## config.mk

```make
export PLATFORM = sky130hd
export DESIGN_NAME = hr_calc
export DESIGN_NICKNAME = d
export VERILOG_FILES = /design/src/rtl/hr_calc.sv
export SDC_FILE = /design/constraint.sdc
export NUM_CORES = 1
export LEC_CHECK = 0
export CAP_MARGIN = 25
export CORE_MARGIN = 3
export CORE_UTILIZATION = 45
export DETAILED_ROUTE_END_ITERATION = 10
export DONT_BUFFER_PORTS = 1
export PLACE_DENSITY_LB_ADDON = 0.15
export SYNTH_ARGS = -nofsm -noshare
export SYNTH_HDL_FRONTEND = slang
export SYNTH_SLANG_ARGS = --single-unit
```

## constraint.sdc

```tcl
create_clock -name clk -period 2.9 [get_ports clk]
set_clock_uncertainty 0.2 [all_clocks]
set_input_delay 0.58 -clock clk [delete_from_list [all_inputs] [get_ports clk]]
set_output_delay 0.58 -clock clk [all_outputs]
set_load 0.02 [all_outputs]
```

## src/rtl/hr_calc.sv

```systemverilog
// hr_calc: converts an RR interval (in samples) into a heart rate in bpm
// using a bit-serial restoring divider: hr_bpm = min(60*FS / divisor, 255).
//
// Ports:
//   clk, rst           clock, asynchronous active-high reset
//   ce                 clock enable; all state holds while low
//   rr_period          RR interval from the R-peak detector (unsigned)
//   rr_period_updated  one-cycle strobe qualifying rr_period
//   hr_bpm             latest heart rate, saturated at 255
//   hr_valid           one-cycle pulse when hr_bpm updates
//   rr_avg             divisor used for the latest hr_bpm
//   rr_out_of_range    one-cycle pulse when a captured RR is rejected
//   busy               high whenever a capture is being processed
//   overrun            sticky flag: a strobe was dropped while busy
//
// Build option: define HR_AVG_EN to divide by the mean of the last eight
// accepted RR values (raw value is used until eight have been accepted).
module hr_calc #(
   parameter int DATA_WIDTH = 11,
   parameter int FS         = 360,
   parameter int RR_MIN     = 72,
   parameter int RR_MAX     = 1080
) (
   input  logic                  clk,
   input  logic                  rst,
   input  logic                  ce,
   input  logic [DATA_WIDTH-1:0] rr_period,
   input  logic                  rr_period_updated,
   output logic [7:0]            hr_bpm,
   output logic                  hr_valid,
   output logic [DATA_WIDTH-1:0] rr_avg,
   output logic                  rr_out_of_range,
   output logic                  busy,
   output logic                  overrun
);

   localparam int DIVIDEND = 60 * FS;
   localparam int QW       = $clog2(DIVIDEND + 1);
   localparam int RW       = DATA_WIDTH + 1;
   localparam int CW       = $clog2(QW + 1);

   localparam logic [QW-1:0]         DVD    = QW'(DIVIDEND);
   localparam logic [QW-1:0]         SAT    = QW'(255);
   localparam logic [CW-1:0]         LAST   = CW'(QW - 1);
   localparam logic [DATA_WIDTH-1:0] MIN_RR = DATA_WIDTH'(RR_MIN);
   localparam logic [DATA_WIDTH-1:0] MAX_RR = DATA_WIDTH'(RR_MAX);

   typedef enum logic [2:0] {IDLE, CHECK, ACCUM, DIV, DONE} state_t;

   state_t                  state, state_next;
   logic [DATA_WIDTH-1:0]   cap;
   logic [DATA_WIDTH-1:0]   divisor;
   logic [QW-1:0]           dvd;
   logic [QW-1:0]           quo;
   logic [RW-1:0]           rem;
   logic [RW-1:0]           rem_sh;
   logic [RW-1:0]           rem_nx;
   logic                    q_bit;
   logic [CW-1:0]           cnt;
   logic                    valid_q;
   logic                    oor_q;
   logic                    out_range;

   assign out_range = (cap < MIN_RR) || (cap > MAX_RR);

   // One restoring-division step: bring in the next dividend bit, subtract
   // the divisor if it fits.
   always_comb begin
      rem_sh = RW'({rem, dvd[QW-1]});
      q_bit  = (rem_sh >= {1'b0, rr_avg});
      rem_nx = q_bit ? (rem_sh - {1'b0, rr_avg}) : rem_sh;
   end

`ifdef HR_AVG_EN
   logic [DATA_WIDTH-1:0] hist [8];
   logic [2:0]            wr_ptr;
   logic [3:0]            fill;
   logic [DATA_WIDTH+2:0] sum;
   logic [DATA_WIDTH+2:0] sum_nx;

   // Unwritten slots read as zero, so the same update works while filling.
   always_comb begin
      sum_nx  = sum + {3'b000, cap} - {3'b000, hist[wr_ptr]};
      divisor = (fill >= 4'd7) ? DATA_WIDTH'(sum_nx >> 3) : cap;
   end

   always_ff @(posedge clk or posedge rst) begin
      if (rst) begin
         for (int unsigned i = 0; i < 8; i++) hist[i] <= '0;
         wr_ptr <= '0;
         fill   <= '0;
         sum    <= '0;
      end else if (ce && state == ACCUM) begin
         hist[wr_ptr] <= cap;
         wr_ptr       <= wr_ptr + 3'd1;
         sum          <= sum_nx;
         if (fill != 4'd8) fill <= fill + 4'd1;
      end
   end
`else
   always_comb divisor = cap;
`endif

   always_ff @(posedge clk or posedge rst) begin
      if (rst) state <= IDLE;
      else     state <= state_next;
   end

   always_comb begin
      state_next = state;
      busy       = (state != IDLE);
      if (ce) begin
         case (state)
            IDLE:    if (rr_period_updated) state_next = CHECK;
            CHECK:   state_next = out_range ? IDLE : ACCUM;
            ACCUM:   state_next = DIV;
            DIV:     if (cnt == LAST) state_next = DONE;
            DONE:    state_next = IDLE;
            default: state_next = IDLE;
         endcase
      end
   end

   always_ff @(posedge clk or posedge rst) begin
      if (rst) begin
         cap     <= '0;
         rr_avg  <= '0;
         dvd     <= '0;
         quo     <= '0;
         rem     <= '0;
         cnt     <= '0;
         hr_bpm  <= '0;
         valid_q <= 1'b0;
         oor_q   <= 1'b0;
         overrun <= 1'b0;
      end else if (ce) begin
         valid_q <= (state == DONE);
         oor_q   <= (state == CHECK) && out_range;
         if (rr_period_updated && state != IDLE) overrun <= 1'b1;
         case (state)
            IDLE:  if (rr_period_updated) cap <= rr_period;
            ACCUM: begin
               rr_avg <= divisor;
               dvd    <= DVD;
               quo    <= '0;
               rem    <= '0;
               cnt    <= '0;
            end
            DIV: begin
               rem <= rem_nx;
               dvd <= dvd << 1;
               quo <= {quo[QW-2:0], q_bit};
               cnt <= cnt + 1'b1;
            end
            DONE:  hr_bpm <= (quo > SAT) ? 8'hFF : quo[7:0];
            default: ;
         endcase
      end
   end

   // Pulses are held across ce-low cycles and shown on the next enabled one.
   assign hr_valid        = valid_q & ce;
   assign rr_out_of_range = oor_q & ce;

endmodule
```

==> impl_metrics.json <==
{
  "n_antenna_cell": 0,
  "worstSetupPathType": "reg -> reg",
  "clkTransAtPathRegs_ns": 0.08,
  "crit_fanout": 10,
  "place_hpwl_um": 5340,
  "numClockSinks": 76,
  "dpl_cell_area_mm2": 0.00382,
  "leakage_nw": 1.90,
  "numCtsBuffers": 9,
  "dr_total_vias": 2647,
  "start_kind": "register",
  "holdWs_ns": 0.148,
  "fmax_mhz": 379,
  "drc": 0,
  "start_util_pct": 46.9,
  "core_area_mm2": 0.00785,
  "synthArstFlopShare_pct": 100,
  "period_needed_ns": 2.64,
  "place_ws_ns": 0.312,
  "worst_ir_drop_vdd_uv": 486,
  "grt_usage_pct": 18.1,
  "slew_violations": 0,
  "grt_pass1_vias": 2570,
  "cts-htree-levels": 3,
  "clk_latency_ns": 0.34,
  "cts_buffer_depth": 2,
  "cts_resized": 0,
  "synthesis.nets": 401,
  "die_height_um": 96.5,
  "power_density_mw_per_mm2": 1190,
  "end_kind": "register",
  "ys_ff_latch": 76,
  "num_rows": 32,
  "cts_setup_buffers": 0,
  "avgSynthCellArea_um2": 9.90,
  "fin_cells": 484,
  "area_growth_pct": 9.92,
  "synth_edf_count": 0,
  "grt_pass1_wl_um": 12900,
  "fin_total_pwr_mw": 4.81,
  "max_slew_margin_pct": 66.6,
  "root_buffer": "clkbuf_8",
  "worstMarginPinSlew_ns": 0.500,
  "ys_seq_area_share_pct": 51.6,
  "setup_slack_ns": 0.265,
  "synth_flop_cell": "dfrtp_1",
  "grt_setup_unrepaired": "no",
  "setup_viol": 0,
  "post-route-period-util_pct": 90.9,
  "status": "finished clean",
  "stdcell_area_mm2": 0.00405,
  "cap_viol_max_count": 0,
  "firstDrtPassIters": 5,
  "synth_warnings": 0,
  "viasPerCell": 5.47,
  "place_congestion": 0.859,
  "fin_tns_setup_ns": 0,
  "dp.cells": 467,
  "route.antenna.remaining_nets": 0,
  "syn_inst": 372,
  "syn_area_mm2": 0.00368,
  "overflow": 0,
  "crit_required_ns": 2.92,
  "grt_start_max_net_pins": 54,
  "synth_cell_types": 53,
  "drive_gt1_share_pct": 11.5,
  "hold_viol": 0,
  "drt_iter0_drc": 141,
  "ios": 38,
  "hold_path_class": "in -> reg",
  "antenna_found_initial": 0,
  "final_util_pct": 51.6,
  "die_w_um": 96.5,
  "drt_wl_total_um": 7690,
  "numPortBuffers": 0,
  "fp.dieArea_mm2": 0.00931,
  "nFillCells": 723,
  "fin_nets": 406,
  "cp.arrival_ns": 2.65,
  "cts_tree": "built",
  "wl_per_cell_um": 15.9
}
## critical path, cell delays in order (launching register included)
cell and delay, ns:
dfrtp_1 0.48, inv_1 0.12, ha_1 0.37, a211oi_1 0.28
o21bai_1 0.21, a211oi_4 0.30, buf_4 0.21, nor2_1 0.05
a21oi_1 0.17, o21ai_0 0.10
## cell type report
class	count	area (um^2)	share of cell area, %
clock buffer	11	131	3.24
clock inverter	5	83.8	2.07
inverter	21	78.8	1.95
multi-input combinational	258	1630	40.2
sequential	76	1900	47.0
tap	102	128	3.15
timing repair buffer	11	97.6	2.41
## repair_timing
action,4_1_cts,5_1_grt
endpoints found under the hold margin,23,0
hold buffers,1,0
endpoints found under the setup margin,0,0
## routing by layer
layer,wire length [um],global-route usage [%],vias up
li1,-,-,1322
met1,3800,26.7,1277
met2,3470,25.7,41
met3,341,4.42,7
met4,73,6.66,0
met5,0,0,-
## layout by cell type (no fill, tap or decap), drive strengths merged, types with 3 or more instances in the layout
| cell type | n |
|---|---|
| o21ai | 32 |
| mux2 | 13 |
| a211oi | 4 |
| o22a | 8 |
| ha | 13 |
| nor3 | 6 |
| a21oi | 12 |
| mux2i | 4 |
| inv | 22 |
| xor2 | 3 |
| a31oi | 4 |
| nand2 | 64 |
| and2 | 3 |
| o21a | 3 |
| a22o | 3 |
| or3 | 3 |
| buf | 10 |
| nor2 | 17 |
| nand4 | 6 |
| nor2b | 4 |
| a21o | 5 |
| clkbuf | 11 |
| dfrtp | 76 |
| nand3 | 22 |
## cells in the mapped netlist, types with 3 or more instances
cell type	count	share of area, %
a211oi_1	3	0.61
a21o_1	5	1.0
a21oi_1	12	1.6
a22o_1	3	0.71
a31oi_1	4	0.68
and2_1	3	0.51
buf_2	3	0.41
clkbuf_1	13	1.3
dfrtp_1	76	52
ha_1	13	4.4
inv_1	21	2.1
mux2_2	13	4.0
mux2i_1	4	1.1
nand2_1	64	6.5
nand3_1	22	3.0
nand4_1	6	1.0
nor2_1	17	1.7
nor2b_1	4	0.68
nor3_1	5	0.68
o21a_1	3	0.61
o21ai_0	30	4.1
o22a_1	8	1.9
or3_1	3	0.51
xor2_1	3	0.71
## flip-flops by register name, indices dropped and copies added (netlist names)
name,count
oor_q,1
overrun,1
quo,15
rem,11
state,3
valid_q,1
dvd,10
cnt,4
rr_avg,11
cap,11
hr_bpm,8
## worst paths after layout
check	slack, ns	to	depth (start not counted)	from
setup / recovery	0.26	rem[0]	9	rr_avg[5]
hold / removal	0.15	cap[6]	2	rr_period[6]
setup reg to reg	0.26	rem[0]	9	rr_avg[5]
hold reg to reg	0.28	dvd[8]	2	dvd[8]
max in group asynchronous	1.33	rem[5]	3	rst
min in group asynchronous	0.51	cap[4]	2	rst
## kinds of logic (layout without fill, tap and decap cells)
kind of cell / count (synthesis) / after routing / share of synthesized area (%)
compound gates: 89 / 89 / 16.5
xor+xnor: 5 / 5 / 1.19
flops: 76 / 76 / 51.6
buf+inv: 38 / 48 / 4.18
mux: 17 / 17 / 5.06
fa+ha+maj: 14 / 14 / 4.96
simple gates: 133 / 133 / 16.5
## where the power goes
| part | leakage (nW) | switching, mW | total (mW) | internal [mW] |
|---|---|---|---|---|
| Sequential | 0.973 | 0.421 | 1.86 | 1.44 |
| Combinational | 0.824 | 1.18 | 2.07 | 0.887 |
| Clock | 0.100 | 0.392 | 0.880 | 0.489 |
| Total | 1.90 | 1.99 | 4.81 | 2.81 |
(Power assumes the default switching activity.)
